===== config.mk =====
export PLATFORM = sky130hd
export DESIGN_NAME = imem_loader
export DESIGN_NICKNAME = d
export VERILOG_FILES = /design/src/rtl/imem_loader.sv
export SDC_FILE = /design/constraint.sdc
export NUM_CORES = 1
export LEC_CHECK = 0
export ABC_AREA = 1
export CORE_MARGIN = 4
export CORE_UTILIZATION = 53
export DETAILED_ROUTE_END_ITERATION = 8
export PLACE_DENSITY = 0.82
export SETUP_SLACK_MARGIN = 0.2
export SKIP_LAST_GASP = 1
export SYNTH_ARGS = -nofsm -noshare
export SYNTH_HDL_FRONTEND = slang
export SYNTH_SLANG_ARGS = --single-unit

===== constraint.sdc =====
create_clock -name clk -period 4.9 [get_ports clk]
set_input_delay 0.49 -clock clk [delete_from_list [all_inputs] [get_ports clk]]
set_output_delay 0.49 -clock clk [all_outputs]
set_load 0.02 [all_outputs]

===== src/rtl/imem_loader.sv =====
// imem_loader: boot-time instruction memory writer.
// Assembles big-endian 32-bit words from a valid/ready byte stream and writes
// them to consecutive word addresses from 0, holding the CPU until done.
// Optional checksum byte after the last word: define IMEM_LOADER_CHECKSUM_EN.
module imem_loader #(
  parameter int unsigned ADDR_W = 8,
  parameter int unsigned DATA_W = 32
) (
  input  logic              clk,
  input  logic              clr,
  input  logic              start,
  input  logic [ADDR_W:0]   load_len,
  input  logic              byte_valid,
  input  logic [7:0]        byte_data,
  output logic              byte_ready,
  output logic              mem_we,
  output logic [ADDR_W-1:0] mem_addr,
  output logic [DATA_W-1:0] mem_wdata,
  output logic              cpu_hold,
  output logic              busy,
  output logic              done,
  output logic              csum_err
);

`ifdef IMEM_LOADER_CHECKSUM_EN
  typedef enum logic [2:0] {IDLE, RECV, WRITE, CSUM, DONE} state_t;
`else
  typedef enum logic [1:0] {IDLE, RECV, WRITE, DONE} state_t;
`endif

  localparam logic [ADDR_W:0]   MAX_LEN  = {1'b1, {ADDR_W{1'b0}}};
  localparam logic [ADDR_W:0]   CNT_ONE  = {{ADDR_W{1'b0}}, 1'b1};
  localparam logic [ADDR_W-1:0] ADDR_ONE = {{(ADDR_W-1){1'b0}}, 1'b1};

  state_t              state;
  state_t              state_nxt;
  logic [1:0]          byte_cnt;
  logic [ADDR_W:0]     word_cnt;
  logic [ADDR_W:0]     len_reg;
  logic [ADDR_W:0]     len_sat;
  logic [DATA_W-1:0]   asm_word;
  logic                accept;
  logic                start_ok;
  logic                last_word;

  assign len_sat   = (load_len > MAX_LEN) ? MAX_LEN : load_len;
  assign accept    = byte_valid && byte_ready;
  assign start_ok  = start && ((state == IDLE) || (state == DONE));
  assign last_word = ((word_cnt + CNT_ONE) == len_reg);
  assign mem_wdata = asm_word;

  // State register
  always_ff @(posedge clk) begin
    if (clr) state <= IDLE;
    else     state <= state_nxt;
  end

  // Next-state and Moore outputs
  always_comb begin
    state_nxt  = state;
    byte_ready = 1'b0;
    mem_we     = 1'b0;
    busy       = 1'b0;
    done       = 1'b0;
    cpu_hold   = 1'b1;
    case (state)
      IDLE, DONE: begin
        if (state == DONE) begin
          done     = 1'b1;
          cpu_hold = 1'b0;
        end
        if (start) state_nxt = (len_sat == '0) ? DONE : RECV;
      end
      RECV: begin
        byte_ready = 1'b1;
        busy       = 1'b1;
        if (byte_valid && (byte_cnt == 2'd3)) state_nxt = WRITE;
      end
      WRITE: begin
        mem_we = 1'b1;
        busy   = 1'b1;
`ifdef IMEM_LOADER_CHECKSUM_EN
        state_nxt = last_word ? CSUM : RECV;
`else
        state_nxt = last_word ? DONE : RECV;
`endif
      end
`ifdef IMEM_LOADER_CHECKSUM_EN
      CSUM: begin
        byte_ready = 1'b1;
        busy       = 1'b1;
        if (byte_valid) state_nxt = DONE;
      end
`endif
      default: state_nxt = IDLE;
    endcase
  end

  // Word assembly, address and word counters
  always_ff @(posedge clk) begin
    if (clr) begin
      mem_addr <= '0;
      byte_cnt <= '0;
      word_cnt <= '0;
      len_reg  <= '0;
      asm_word <= '0;
    end else if (start_ok) begin
      mem_addr <= '0;
      byte_cnt <= '0;
      word_cnt <= '0;
      len_reg  <= len_sat;
      asm_word <= '0;
    end else if ((state == RECV) && accept) begin
      // shifting in from the bottom leaves the first byte in the MSB lane
      asm_word <= {asm_word[DATA_W-9:0], byte_data};
      byte_cnt <= byte_cnt + 2'd1;
    end else if (state == WRITE) begin
      mem_addr <= mem_addr + ADDR_ONE;
      word_cnt <= word_cnt + CNT_ONE;
    end
  end

`ifdef IMEM_LOADER_CHECKSUM_EN
  logic [7:0] csum;
  logic       csum_err_r;

  // Running byte sum and sticky checksum result
  always_ff @(posedge clk) begin
    if (clr || start_ok) begin
      csum       <= '0;
      csum_err_r <= 1'b0;
    end else if ((state == RECV) && accept) begin
      csum <= csum + byte_data;
    end else if ((state == CSUM) && accept) begin
      csum_err_r <= ((csum + byte_data) != 8'd0);
    end
  end

  assign csum_err = csum_err_r;
`else
  assign csum_err = 1'b0;
`endif

endmodule


==> out/results.ini <==
[finish]
syn_to_final_growth_pct=32.92
register_area_um2=1241
fillers=379
drive_gt1_frac=0.06742
multi_input_area_um2=1224
nets=469
antenna_cells=0
largest_register_ffs=32

[sta]
hold_ws_ns=0.4615
fin_setup_tns_ns=0
setup_violations=0
fin_crit_ns=2.465
final-max-slew-violation-count=0
fin_skew_ns=0.008647
period_share=0.5031
grt_setup_unrepaired=no
hold_viol=0
max_slew_margin=0.3899
tightest_slew_ns=0.9142
fmax_mhz=405.7

[setup_path]
worstPathMaxFanout=14
timing_worst_setup_path_type=register to primary output
crit_path_start_kind=register
crit_arrival_ns=1.98
cp.required_ns=4.41
end_kind=primary output
rr_worst_depth=9

[clock_tree]
clk_latency_ns=0.33
path_clk_slew_ns=0.07
tritoncts=done
hold_buffers=0
root_buffer=clkbuf_8
post-cts-setup-buffer-count=0
cts_buffer_depth=2
post_cts_resized=0
cts_sinks=62
cts_buffers=9
htree_levels=3

[floorplan]
fp.dieW_um=79.41
num_rows=25
start_util=0.5610
die_y_um=79.41
die_area_um2=6306
coreArea_um2=4817
top_level_ports=67

[drt]
routedWlPerCell_um=12.23
first_iter_violations=143
vias=2581
viasPerCell=5.041
antenna_left=0
drt-total-wl_mm=6.263
dr.pass1.iters=4
drc=0

[pwr]
power_frac_clock=0.319
combPwrFrac=0.274
internal_power_uw=946.4
p_leak_uw=0.001405
p_sw_uw=492.0
finalPower_uw=1438
switching_share=0.3421
p_per_area_nw_per_um2=400.4
seq_power_share=0.407
peakVddDrop_v=0.0002323

[synthesis]
synth.avg_cell_area_um2=7.169
ys_ff_latch=62
syn-num-nets=406
ys_types=28
mappedNetlistArea_um2=2703
synth_edf_count=0
async_flop_share=0
syn_inst=377
ys_seq_area_frac=0.4593
ys.flop_type=dfxtp_1
synth_warnings=0

[hold_path]
holdCritPathClass=register to register
min_path_cells=2

[placement]
gp_congestion=0.8444
dp_hpwl_mm=4.356
portBuffers=65

[global_routing]
grt_max_degree=54
grt_pass1_vias=2510
antenna_found_initial=0
grt.overflow.total=0
grt_use_total=0.2121
grt_pass1_wl_mm=10.54

[job]
cap_violations=0

[outcome]
status=finished clean

[cell families after synthesis]
group           count (synthesis)  share of synthesized area
simple gates                  168                     0.2560
compound gates                 76                     0.1551
flops                          62                     0.4593
buf+inv                        61                    0.08796
fa+ha+maj                       8                    0.03704
xor+xnor                        1                   0.003241
other cells                     1                   0.001388
[worst paths after layout]
check / startpoint / endpoint / slack [ns]
min reg2reg: mem_wdata[26]$_SDFFE_PP0P_ / mem_wdata[26]$_SDFFE_PP0P_ / 0.46
min: mem_wdata[26]$_SDFFE_PP0P_ / mem_wdata[26]$_SDFFE_PP0P_ / 0.46
max: state[0]$_SDFFE_PP0P_ / mem_we / 2.43
max reg2reg: state[0]$_SDFFE_PP0P_ / word_cnt[4]$_SDFFE_PP0P_ / 2.76
[Yosys cell counts (2+ instances only)]
library cell,instances,area (um^2)
nand2_2,2,12.51
nor2_2,3,18.77
clkbuf_1,9,33.78
o21ai_1,2,10.01
o21ai_0,11,55.05
o32ai_1,4,35.03
inv_2,2,7.510
nor2_1,11,41.29
o22ai_1,6,37.54
buf_2,4,20.02
nand4_1,2,12.51
inv_1,45,168.9
dfxtp_1,62,1241
nand3_1,18,90.09
nand2_1,125,469.2
nor3_1,4,20.02
a21oi_1,49,245.2
ha_1,8,100.1
[area by class of cell]
| type | instances | area share |
|---|---|---|
| Clock buffer | 11 | 0.04215 |
| Timing Repair Buffer | 66 | 0.1832 |
| Clock inverter | 5 | 0.01602 |
| Tap cell | 67 | 0.02334 |
| Sequential cell | 62 | 0.3455 |
| Multi-Input combinational cell | 254 | 0.3406 |
| Inverter | 47 | 0.04911 |
[layout by cell type, fill, tap and decap left out, types with 2 or more instances in the layout]
master	n
nand2_1	125
clkdlybuf4s50_1	65
dfxtp_1	62
a21oi_1	49
inv_1	45
nand3_1	18
nor2_1	11
o21ai_0	11
clkbuf_8	11
ha_1	8
o22ai_1	6
nor3_1	4
o32ai_1	4
nor2_2	3
clkinvlp_4	3
inv_2	2
nand2_2	2
o21ai_1	2
nand4_1	2
[power groups by stage]
| stage | logic, uW | registers (uW) | clock network [uW] |
|---|---|---|---|
| 6_report | 395 | 585 | 459 |
| 5_1_grt | 444 | 591 | 492 |
| 4_1_cts | 395 | 584 | 466 |
| 3_5_place_dp | 393 | 595 | 0 |
| 3_3_place_gp | 385 | 594 | 0 |
| 2_1_floorplan | 270 | 598 | 0 |
[worst max-delay path: stages (launching register included)]
cell and delay (ns):
dfxtp_1 0.37, inv_1 0.08, ha_1 0.49, clkdlybuf4s50_1 0.71
[layer usage]
metal  routed length, um  share of wire  vias to the layer above  global-route usage
li1                    -              -                     1328                   -
met2                2959           0.47                       79              0.3519
met1                2747           0.44                     1162              0.2411
met5                   0              0                        -                   0
met3                 430          0.069                       12             0.08916
met4                 126          0.020                        0             0.08419
[metrics by stage]
stage                     area (um^2)  utilization  setup WS (ns)  std cells
after floorplan                  2703            -          3.263        377
after global placement           3383       0.7023          2.553        496
after detailed placement         3383       0.7023          2.506        496
after CTS                        3592       0.7457          2.428        512
after global routing             3592       0.7457          2.319        512
final                            3592       0.7457          2.435        512
No activity file was read; power rests on OpenSTA's default activity.
